--- src/rtl/life_cursor_control_if.sv ---
// Cursor controller bus: debounced controls in, cursor position and
// cell-toggle handshake out.
interface life_cursor_control_if #(
  parameter int unsigned X_BITS = 5,
  parameter int unsigned Y_BITS = 5
);
  logic [3:0]        button;          // {left, right, up, down}
  logic              toggle;
  logic              toggle_ack;
  logic [X_BITS-1:0] cursor_x;
  logic [Y_BITS-1:0] cursor_y;
  logic              toggle_req;
  logic [X_BITS-1:0] toggle_x;
  logic [Y_BITS-1:0] toggle_y;
  logic              cursor_visible;

  // Upstream/downstream side that drives the controls and consumes the outputs
  modport master (
    output button, toggle, toggle_ack,
    input  cursor_x, cursor_y, toggle_req, toggle_x, toggle_y, cursor_visible
  );

  // Cursor controller side
  modport slave (
    input  button, toggle, toggle_ack,
    output cursor_x, cursor_y, toggle_req, toggle_x, toggle_y, cursor_visible
  );
endinterface

--- src/rtl/life_cursor_control.sv ---
// Edit-cursor controller for the Life board: wrapping cursor with
// auto-repeat, and one-at-a-time cell-toggle requests over req/ack.
// Optional cursor blink: define LIFE_CURSOR_BLINK_EN.
module life_cursor_control #(
  parameter int unsigned GRID_W       = 32,
  parameter int unsigned GRID_H       = 24,
  parameter int unsigned X_BITS       = 5,
  parameter int unsigned Y_BITS       = 5,
  parameter int unsigned REPEAT_DELAY = 4,
  parameter int unsigned REPEAT_RATE  = 1
`ifdef LIFE_CURSOR_BLINK_EN
  ,
  parameter int unsigned BLINK_PERIOD = 2
`endif
) (
  input logic                  clock,
  input logic                  reset,
  life_cursor_control_if.slave bus
);

  localparam int unsigned CNT_MAX = (REPEAT_DELAY > REPEAT_RATE) ? REPEAT_DELAY : REPEAT_RATE;
  localparam int unsigned CNT_W   = $clog2(CNT_MAX + 1);

  typedef enum logic {REQ_IDLE, REQ_PEND} req_state_e;

  req_state_e        state_q, state_d;
  logic [X_BITS-1:0] cursor_x_q, cursor_x_d;
  logic [Y_BITS-1:0] cursor_y_q, cursor_y_d;
  logic [X_BITS-1:0] toggle_x_q, toggle_x_d;
  logic [Y_BITS-1:0] toggle_y_q, toggle_y_d;
  logic [CNT_W-1:0]  cnt_q, cnt_d;
  logic [3:0]        dir_prev_q, dir_prev_d;
  logic              tog_prev_q, tog_prev_d;
  logic              armed_q, armed_d;

  logic [3:0] dir;
  logic       step;
  logic       tog_rise;

  function automatic logic [X_BITS-1:0] x_inc(input logic [X_BITS-1:0] x);
    return (x == X_BITS'(GRID_W - 1)) ? '0 : X_BITS'(x + X_BITS'(1));
  endfunction

  function automatic logic [X_BITS-1:0] x_dec(input logic [X_BITS-1:0] x);
    return (x == '0) ? X_BITS'(GRID_W - 1) : X_BITS'(x - X_BITS'(1));
  endfunction

  function automatic logic [Y_BITS-1:0] y_inc(input logic [Y_BITS-1:0] y);
    return (y == Y_BITS'(GRID_H - 1)) ? '0 : Y_BITS'(y + Y_BITS'(1));
  endfunction

  function automatic logic [Y_BITS-1:0] y_dec(input logic [Y_BITS-1:0] y);
    return (y == '0) ? Y_BITS'(GRID_H - 1) : Y_BITS'(y - Y_BITS'(1));
  endfunction

  // Direction decode {x+, x-, y+, y-}; opposing buttons cancel per axis
  always_comb begin
    dir = {bus.button[2] & ~bus.button[3],
           bus.button[3] & ~bus.button[2],
           bus.button[0] & ~bus.button[1],
           bus.button[1] & ~bus.button[0]};
  end

  // Step timing (first press, repeat delay, repeat rate) and cursor update
  always_comb begin
    step       = 1'b0;
    cnt_d      = '0;
    dir_prev_d = dir;
    cursor_x_d = cursor_x_q;
    cursor_y_d = cursor_y_q;
    if (dir != 4'b0000) begin
      if (dir != dir_prev_q) begin
        step  = 1'b1;
        cnt_d = CNT_W'(REPEAT_DELAY - 1);
      end else if (cnt_q == '0) begin
        step  = 1'b1;
        cnt_d = CNT_W'(REPEAT_RATE - 1);
      end else begin
        cnt_d = CNT_W'(cnt_q - CNT_W'(1));
      end
    end
    if (step) begin
      if (dir[3]) cursor_x_d = x_inc(cursor_x_q);
      if (dir[2]) cursor_x_d = x_dec(cursor_x_q);
      if (dir[1]) cursor_y_d = y_inc(cursor_y_q);
      if (dir[0]) cursor_y_d = y_dec(cursor_y_q);
    end
  end

  // Toggle edge detect; a switch held through reset must go low before it can request
  always_comb begin
    tog_prev_d = bus.toggle;
    armed_d    = armed_q | ~bus.toggle;
    tog_rise   = bus.toggle & ~tog_prev_q & armed_q;
  end

  // Request handshake: latch pre-step cursor on an edge, hold until ack
  always_comb begin
    state_d    = state_q;
    toggle_x_d = toggle_x_q;
    toggle_y_d = toggle_y_q;
    unique case (state_q)
      REQ_IDLE: begin
        if (tog_rise) begin
          state_d    = REQ_PEND;
          toggle_x_d = cursor_x_q;
          toggle_y_d = cursor_y_q;
        end
      end
      REQ_PEND: begin
        if (bus.toggle_ack) state_d = REQ_IDLE;
      end
      default: state_d = REQ_IDLE;
    endcase
  end

  // State registers with synchronous reset
  always_ff @(posedge clock) begin
    if (reset) begin
      state_q    <= REQ_IDLE;
      cursor_x_q <= X_BITS'(GRID_W / 2);
      cursor_y_q <= Y_BITS'(GRID_H / 2);
      toggle_x_q <= '0;
      toggle_y_q <= '0;
      cnt_q      <= '0;
      dir_prev_q <= '0;
      tog_prev_q <= 1'b0;
      armed_q    <= ~bus.toggle;
    end else begin
      state_q    <= state_d;
      cursor_x_q <= cursor_x_d;
      cursor_y_q <= cursor_y_d;
      toggle_x_q <= toggle_x_d;
      toggle_y_q <= toggle_y_d;
      cnt_q      <= cnt_d;
      dir_prev_q <= dir_prev_d;
      tog_prev_q <= tog_prev_d;
      armed_q    <= armed_d;
    end
  end

`ifdef LIFE_CURSOR_BLINK_EN
  localparam int unsigned BLINK_W = $clog2(BLINK_PERIOD + 1);

  logic [BLINK_W-1:0] blink_cnt_q, blink_cnt_d;
  logic               visible_q, visible_d;

  // Free-running blink; any step shows the cursor and restarts the period
  always_comb begin
    blink_cnt_d = BLINK_W'(blink_cnt_q + BLINK_W'(1));
    visible_d   = visible_q;
    if (step) begin
      blink_cnt_d = '0;
      visible_d   = 1'b1;
    end else if (blink_cnt_q == BLINK_W'(BLINK_PERIOD - 1)) begin
      blink_cnt_d = '0;
      visible_d   = ~visible_q;
    end
  end

  // Blink registers with synchronous reset
  always_ff @(posedge clock) begin
    if (reset) begin
      blink_cnt_q <= '0;
      visible_q   <= 1'b1;
    end else begin
      blink_cnt_q <= blink_cnt_d;
      visible_q   <= visible_d;
    end
  end

  assign bus.cursor_visible = visible_q;
`else
  assign bus.cursor_visible = 1'b1;
`endif

  assign bus.cursor_x   = cursor_x_q;
  assign bus.cursor_y   = cursor_y_q;
  assign bus.toggle_req = (state_q == REQ_PEND);
  assign bus.toggle_x   = toggle_x_q;
  assign bus.toggle_y   = toggle_y_q;

endmodule

--- src/flat_wrapper.sv ---
// flat-port wrapper written by rule: the top's interface ports become plain ports
module life_cursor_control_flat 
#(
  parameter int unsigned GRID_W       = 32,
  parameter int unsigned GRID_H       = 24,
  parameter int unsigned X_BITS       = 5,
  parameter int unsigned Y_BITS       = 5,
  parameter int unsigned REPEAT_DELAY = 4,
  parameter int unsigned REPEAT_RATE  = 1

)
  (clock, reset, bus_button, bus_toggle, bus_toggle_ack, bus_cursor_x, bus_cursor_y, bus_toggle_req, bus_toggle_x, bus_toggle_y, bus_cursor_visible);
  life_cursor_control_if #(.X_BITS(X_BITS), .Y_BITS(Y_BITS)) bus_i ();
  input logic clock;
  input logic reset;
  input wire logic [$bits(bus_i.button)-1:0] bus_button;
  input wire logic [$bits(bus_i.toggle)-1:0] bus_toggle;
  input wire logic [$bits(bus_i.toggle_ack)-1:0] bus_toggle_ack;
  output wire logic [$bits(bus_i.cursor_x)-1:0] bus_cursor_x;
  output wire logic [$bits(bus_i.cursor_y)-1:0] bus_cursor_y;
  output wire logic [$bits(bus_i.toggle_req)-1:0] bus_toggle_req;
  output wire logic [$bits(bus_i.toggle_x)-1:0] bus_toggle_x;
  output wire logic [$bits(bus_i.toggle_y)-1:0] bus_toggle_y;
  output wire logic [$bits(bus_i.cursor_visible)-1:0] bus_cursor_visible;
  assign bus_i.button = bus_button;
  assign bus_i.toggle = bus_toggle;
  assign bus_i.toggle_ack = bus_toggle_ack;
  assign bus_cursor_x = bus_i.cursor_x;
  assign bus_cursor_y = bus_i.cursor_y;
  assign bus_toggle_req = bus_i.toggle_req;
  assign bus_toggle_x = bus_i.toggle_x;
  assign bus_toggle_y = bus_i.toggle_y;
  assign bus_cursor_visible = bus_i.cursor_visible;
  life_cursor_control #(.GRID_W(GRID_W), .GRID_H(GRID_H), .X_BITS(X_BITS), .Y_BITS(Y_BITS), .REPEAT_DELAY(REPEAT_DELAY), .REPEAT_RATE(REPEAT_RATE)) u_core (.clock(clock), .reset(reset), .bus(bus_i));
endmodule
--- config.mk ---
export PLATFORM = sky130hd
export DESIGN_NAME = life_cursor_control_flat
export DESIGN_NICKNAME = d
export VERILOG_FILES = /design/src/rtl/life_cursor_control_if.sv /design/src/rtl/life_cursor_control.sv /design/src/flat_wrapper.sv
export SDC_FILE = /design/constraint.sdc
export NUM_CORES = 1
export LEC_CHECK = 0
export ABC_AREA = 1
export CORE_MARGIN = 3
export CORE_UTILIZATION = 47
export CTS_CLUSTER_SIZE = 8
export DETAILED_ROUTE_END_ITERATION = 10
export GPL_TIMING_DRIVEN = 0
export HOLD_SLACK_MARGIN = 0.12
export PLACE_DENSITY = 0.82
export SYNTH_ARGS = -nofsm -noshare
export SYNTH_HDL_FRONTEND = slang
export SYNTH_SLANG_ARGS = --single-unit
--- constraint.sdc ---
create_clock -name clock -period 1.44 [get_ports clock]
set_clock_uncertainty 0.05 [all_clocks]
set_input_delay 0.216 -clock clock [delete_from_list [all_inputs] [get_ports clock]]
set_output_delay 0.216 -clock clock [all_outputs]
set_load 0.01 [all_outputs]
==> flow_metrics.py, run 1 <==
metrics = {
    "sta": {
        "fin_crit_ps": 1520,
        "timing.fmax_mhz": 658,
        "setup_viol": 2,
        "fin_crit_sh": 1.06,
        "setup_slack_ps": -80.3,
        "whs_ps": 214,
        "final-hold-violation-count": 0,
        "drv_slew": 0,
        "rsz0062_at_grt": "yes",
        "setup_tns_ps": -135,
    },
    "floorplanning": {
        "core_sq_um": 3390,
        "die-area_sq_um": 4300,
        "dieHeight_um": 65.6,
        "die_x_um": 65.6,
        "start_util": 0.492,
        "num_io_pins": 30,
        "fp-row-count": 21,
    },
    "worst_setup_path": {
        "r2r-end": "u_core.bus.cursor_x[3]",
        "path_class": "reg2reg",
        "reg2reg_depth": 10,
        "worstPathArrival_ps": 1710,
        "crit_path_start_kind": "flop",
        "r2r_slack_ps": -80,
        "rr_startpoint": "u_core.bus.cursor_x[1]",
        "cp.required_ps": 1630,
        "crit_fanout": 6,
        "cp-end-kind": "flop",
    },
    "pwr": {
        "vdd_drop_max_uv": 650,
        "leakagePower_nw": 1.11,
        "power.density_nw_per_um2": 1100,
    },
    "synthesis": {
        "syn_nets": 255,
        "synth_top_cells_by_area": "dfxtp_1, nand2_1, ha_1",
        "synthCells": 237,
        "yosys.area.top_type": "dfxtp_1",
        "synth_area_sq_um": 1670,
        "ys_ff_latch": 30,
        "yosysTopAreaCellShare": 0.360,
        "synth.avg_cell_area_sq_um": 7.04,
        "synth_cell_types": 27,
        "yosysWarnings": 0,
        "ys_seq_area_frac": 0.360,
    },
    "routing": {
        "antenna_left": 0,
        "highest_layer": "met4",
        "post-route-drc-count": 0,
        "postRouteWirelength_mm": 3.74,
        "wl_met3_um": 192,
        "wl_met1_mm": 1.62,
        "route.met2.wl_mm": 1.88,
        "drtIter0Drc": 65,
        "avgViaCountPerCell": 5.05,
        "wl_per_cell_um": 11.5,
        "drt_pass1_iterations": 4,
        "routed-via-count": 1642,
    },
    "place": {
        "pre_cts_ws_ps": -584,
        "dp_cells": 310,
        "dp_hpwl_mm": 2.49,
        "placement.io_buffers": 27,
        "place_congestion": 0.881,
        "dpl_cell_area_sq_um": 2000,
    },
    "finish": {
        "drive_gt1_frac": 0.222,
        "num_antenna_cells": 0,
        "final_nets": 297,
        "syn_to_final_growth_pct": 34.1,
        "instances_no_fill": 325,
        "filler_cell_count": 290,
        "final_cell_mix": "nand2_1, inv_1, dlygate4sd2_1",
        "fin_area_sq_um": 2240,
        "layout_commonest_cell": "nand2_1",
    },
    "global_route": {
        "antenna_found_initial": 0,
        "grt_pass1_wl_mm": 6.15,
        "first_global_vias": 1465,
        "globalRouteOverflowTotal": 0,
        "grt_max_degree": 11,
        "grt_use_total": 0.183,
    },
    "min_path": {
        "hold_path_class": "in2reg",
        "holdPathStages": 2,
        "worstHoldEndpoint": "u_core.tog_prev_q",
        "min_from": "reset",
    },
    "clock_network": {
        "cts_root_buf": "clkbuf_4",
        "cts_tree": "done",
        "cts_max_level": 2,
        "clk_pin_slew_ps": 100,
        "cts_sinks": 30,
        "numCtsBuffers": 5,
        "clock_latency_ps": 330,
        "cts_buffer_depth": 2,
    },
    "outcome": {
        "violations": "negative setup slack",
        "status": "finished with violations",
    },
    "run": {
        "cap_violations": 0,
    },
}
==> routing by layer <==
metal  global-route usage  up-vias
met5                    0        -
met4               0.0466        0
met3               0.0632        7
met2                0.308       34
met1                0.223      760
li1                     -      841
==> stage by stage <==
| stage | power (mW) | util |
|---|---|---|
| after detailed placement | 1.72 | 0.590 |
| after CTS | 2.41 | 0.633 |
| after global placement | 1.70 | 0.590 |
| after global routing | 2.60 | 0.660 |
| final | 2.45 | 0.660 |
| after floorplan | 1.48 | - |
==> Yosys cell counts, drive strengths merged <==
library cell and number:
or2 1, nand2 58, dfxtp 30, xnor2 3
buf 6, ha 10, a22oi 1, inv 33
conb 1, clkbuf 4, a21oi 16, nand3 24
nor3b 1, nand3b 1, xor2 2, nor2 24
nand4 7, o21ai 15
==> where the power goes <==
part	leakage (nW)	total (mW)	internal, mW	switching, mW
clock	0.0443	0.699	0.404	0.295
sequential	0.250	1.00	0.922	0.0827
combinational	0.815	0.752	0.339	0.413
==> registers in the layout, summed over array words and instances (netlist names) <==
name / cells
u_core.armed_q: 1
u_core.bus.toggle_req: 1
u_core.cnt_q: 3
u_core.bus.cursor_y: 5
u_core.tog_prev_q: 1
u_core.bus.toggle_y: 5
u_core.bus.toggle_x: 5
u_core.dir_prev_q: 4
u_core.bus.cursor_x: 5
==> timing repair <==
item / 4_1_cts / 5_1_grt
setup endpoints to repair: 34 / 9
setup buffers: 4 / 4
pin swaps: 3 / 15
resized for setup: 40 / 24
gates cloned: 1 / 0
hold buffers: 0 / 0
==> worst max-delay path, cell delays in order, from the launching register on <==
cell	delay, ps
dfxtp_4	400
ha_4	140
nand2_2	50
nor2_1	130
ha_2	200
nor2_2	40
buf_4	130
nand3_2	80
nand3_2	60
nor2_1	100
nor2_1	40
==> final cells by class <==
type | count | area, sq um | share of cell area
plain buffers | 9 | 63.8 | 0.0285
clock buffers | 6 | 51.3 | 0.0229
clock inverters | 1 | 30.0 | 0.0134
inverters | 33 | 126 | 0.0565
multi-input cells | 164 | 963 | 0.431
flip-flops and latches | 30 | 617 | 0.276
well taps | 46 | 57.6 | 0.0257
repair buffers | 36 | 328 | 0.147
==> how the worst max path moves through the flow <==
| stage | from | endpoint | slack (ps) | depth (start not counted) |
|---|---|---|---|---|
| detailed placement | bus_button[2] | u_core.bus.cursor_x[2] | -580 | 11 |
| global placement | bus_button[2] | u_core.bus.cursor_x[2] | -550 | 11 |
| global route | u_core.bus.cursor_x[1] | u_core.bus.cursor_x[2] | -140 | 10 |
| floorplan | u_core.bus.cursor_x[0] | u_core.bus.cursor_x[2] | 40 | 10 |
| finish | u_core.bus.cursor_x[1] | u_core.bus.cursor_x[3] | -80 | 10 |
| CTS | u_core.bus.cursor_x[0] | u_core.bus.cursor_x[2] | -70 | 10 |
==> logic make-up (layout without fill, tap and decap cells) <==
family | after synthesis | in the layout | synth area share
buffers and inverters | 43 | 85 | 0.113
AOI/OAI and AO/OA | 32 | 32 | 0.0975
and+or+nand+nor | 116 | 116 | 0.326
xor gates and xnor gates | 5 | 5 | 0.0263
DFF | 30 | 30 | 0.360
other | 1 | 1 | 0.00225
adders and majority gates | 10 | 10 | 0.0750
Power figures use the tool's default switching activity.
==> inputs of run 2 (changes only) <==
--- a/config.mk
+++ b/config.mk
@@ -6,6 +6,7 @@
 export NUM_CORES = 1
 export LEC_CHECK = 0
 export ABC_AREA = 1
+export CAP_MARGIN = 20
 export CORE_MARGIN = 3
 export CORE_UTILIZATION = 47
 export CTS_CLUSTER_SIZE = 8
==> results of run 2 <==
Final layout, timing and power as in run 1 (identical DEF).
==> inputs of run 3 (changes only) <==
--- a/config.mk
+++ b/config.mk
@@ -8,12 +8,12 @@
 export ABC_AREA = 1
 export CAP_MARGIN = 20
 export CORE_MARGIN = 3
-export CORE_UTILIZATION = 47
+export CORE_UTILIZATION = 39
 export CTS_CLUSTER_SIZE = 8
 export DETAILED_ROUTE_END_ITERATION = 10
 export GPL_TIMING_DRIVEN = 0
 export HOLD_SLACK_MARGIN = 0.12
-export PLACE_DENSITY = 0.82
+export PLACE_DENSITY = 0.71
 export SYNTH_ARGS = -nofsm -noshare
 export SYNTH_HDL_FRONTEND = slang
 export SYNTH_SLANG_ARGS = --single-unit
==> run 3 against run 2 <==
The flow now finishes without violations. Design area rose by 3.0%. Non-clock buffer count shrank 2. Hold slack better by 62 ps. Count of clock-buffer cells in the layout is the same. Core utilization fell by 9.2 points. Global-route usage down 2.4 points. Combinational power rose by 3.2%. Cell count up 0.62%. Highest routed layer unchanged.
==> flow_metrics.py, run 3 (synthesis gave the netlist of run 1 again) <==
metrics = {
    "outcome": {
        "status": "finished clean",
    },
    "worst_setup_path": {
        "cp-end-kind": "flop",
        "rr_startpoint": "u_core.bus.cursor_x[1]",
        "r2r-end": "u_core.bus.cursor_x[2]",
        "crit_start": "u_core.bus.cursor_x[1]",
        "reg2reg_depth": 10,
        "cp.required_ps": 1570,
        "r2r_slack_ps": 40,
        "crit_path_start_kind": "flop",
        "path_class": "reg2reg",
        "worstPathArrival_ps": 1530,
        "crit_fanout": 6,
    },
    "finish": {
        "layout_commonest_cell": "nand2_1",
        "syn_to_final_growth_pct": 38.2,
        "final_nets": 295,
        "final_cell_mix": "nand2_1, inv_1, dfxtp_1",
        "fin_util": 0.568,
        "num_antenna_cells": 0,
        "filler_cell_count": 389,
        "fin_area_sq_um": 2300,
        "drive_gt1_frac": 0.235,
    },
    "min_path": {
        "min_from": "reset",
        "hold_path_class": "in2reg",
        "holdPathStages": 2,
        "worstHoldEndpoint": "u_core.dir_prev_q[2]",
    },
    "floorplanning": {
        "num_io_pins": 30,
        "core_sq_um": 4060,
        "die-area_sq_um": 5100,
        "fp-row-count": 23,
        "die_x_um": 71.4,
        "start_util": 0.411,
        "dieHeight_um": 71.4,
    },
    "routing": {
        "wl_per_cell_um": 11.4,
        "postRouteWirelength_mm": 3.73,
        "drt_pass1_iterations": 4,
        "drtIter0Drc": 63,
        "antenna_left": 0,
        "routed-via-count": 1602,
        "avgViaCountPerCell": 4.90,
        "post-route-drc-count": 0,
    },
    "pwr": {
        "power.density_nw_per_um2": 1140,
        "leakagePower_nw": 1.25,
        "p_total_mw": 2.64,
        "vdd_drop_max_uv": 1090,
    },
    "place": {
        "pre_cts_ws_ps": -583,
        "placement.io_buffers": 27,
        "place_congestion": 0.876,
        "dpl_cell_area_sq_um": 2000,
        "dp_hpwl_mm": 2.54,
    },
    "global_route": {
        "antenna_found_initial": 0,
        "first_global_vias": 1522,
        "grt_use_total": 0.159,
        "globalRouteOverflowTotal": 0,
        "grt_max_degree": 11,
        "grt_pass1_wl_mm": 6.42,
    },
    "clock_network": {
        "clk_pin_slew_ps": 60,
        "cts_root_buf": "clkbuf_8",
        "cts_buffer_depth": 2,
        "numCtsBuffers": 5,
        "cts_tree": "done",
        "clock_latency_ps": 280,
        "cts_max_level": 2,
        "cts_sinks": 30,
    },
    "sta": {
        "drv_slew": 0,
        "whs_ps": 276,
        "timing.fmax_mhz": 714,
        "fin_crit_sh": 0.972,
        "rsz0062_at_grt": "yes",
        "fin_crit_ps": 1400,
        "setup_slack_ps": 39.8,
        "final-hold-violation-count": 0,
        "setup_viol": 0,
    },
    "run": {
        "cap_violations": 0,
    },
}
==> run 3: how the worst max path moves through the flow <==
stage,end,slack (ps),depth (start not counted)
6_report,u_core.bus.cursor_x[2],40,10
5_1_grt,u_core.bus.cursor_x[2],-60,10
4_1_cts,u_core.bus.cursor_x[0],0.9,13
3_5_place_dp,u_core.bus.cursor_x[1],-580,11
3_3_place_gp,u_core.bus.cursor_x[1],-560,11
2_1_floorplan,u_core.bus.cursor_x[2],40,10
==> run 3: per-stage QoR <==
step                instances  TNS (ps)
floorplan                 237         0
global placement          314     -7760
detailed placement        314     -7770
CTS                       326         0
global route              327      -114
finish                    327         0
==> run 3: layout make-up <==
class                           count  area [sq um]  area share
Buffer                              9          68.8      0.0299
Clock buffer                        6          82.6      0.0358
Clock inverter                      1          30.0      0.0130
Inverter                           33           126      0.0548
Multi-Input combinational cell    164           973       0.422
Sequential cell                    30           616       0.267
Tap cell                           50          62.6      0.0271
Timing Repair Buffer               34           345       0.150
==> run 3: timing repair <==
action | CTS | global route
hold buffers | 0 | 0
resized for setup | 41 | 35
pin swaps | 12 | 11
setup endpoints to repair | 22 | 24
endpoints found under the hold margin | 0 | 0
setup buffers | 5 | 1
cloned | 1 | 0
==> run 3: routing by layer <==
metal,wire [um],track usage,part of all wire,vias to the layer above
li1,-,-,-,832
met1,1650,0.183,0.44,722
met2,1840,0.263,0.49,39
met3,165,0.0491,0.044,9
met4,73,0.0856,0.020,0
met5,0,0,0,-
==> run 3: worst max-delay path, cell delays in order (launching register included) <==
cell and delay [ps]:
dfxtp_4 380, ha_4 150, nand2_4 50, nor2_2 80
ha_2 200, nor2_4 40, nand3_2 40, nand2_1 60
nand3b_1 150, nand2_1 60, nor2_1 40
==> run 3: power by group <==
part	total (mW)	switching (mW)	internal (mW)
registers	1.00	0.0811	0.922
logic	0.776	0.420	0.355
clock network	0.859	0.306	0.553
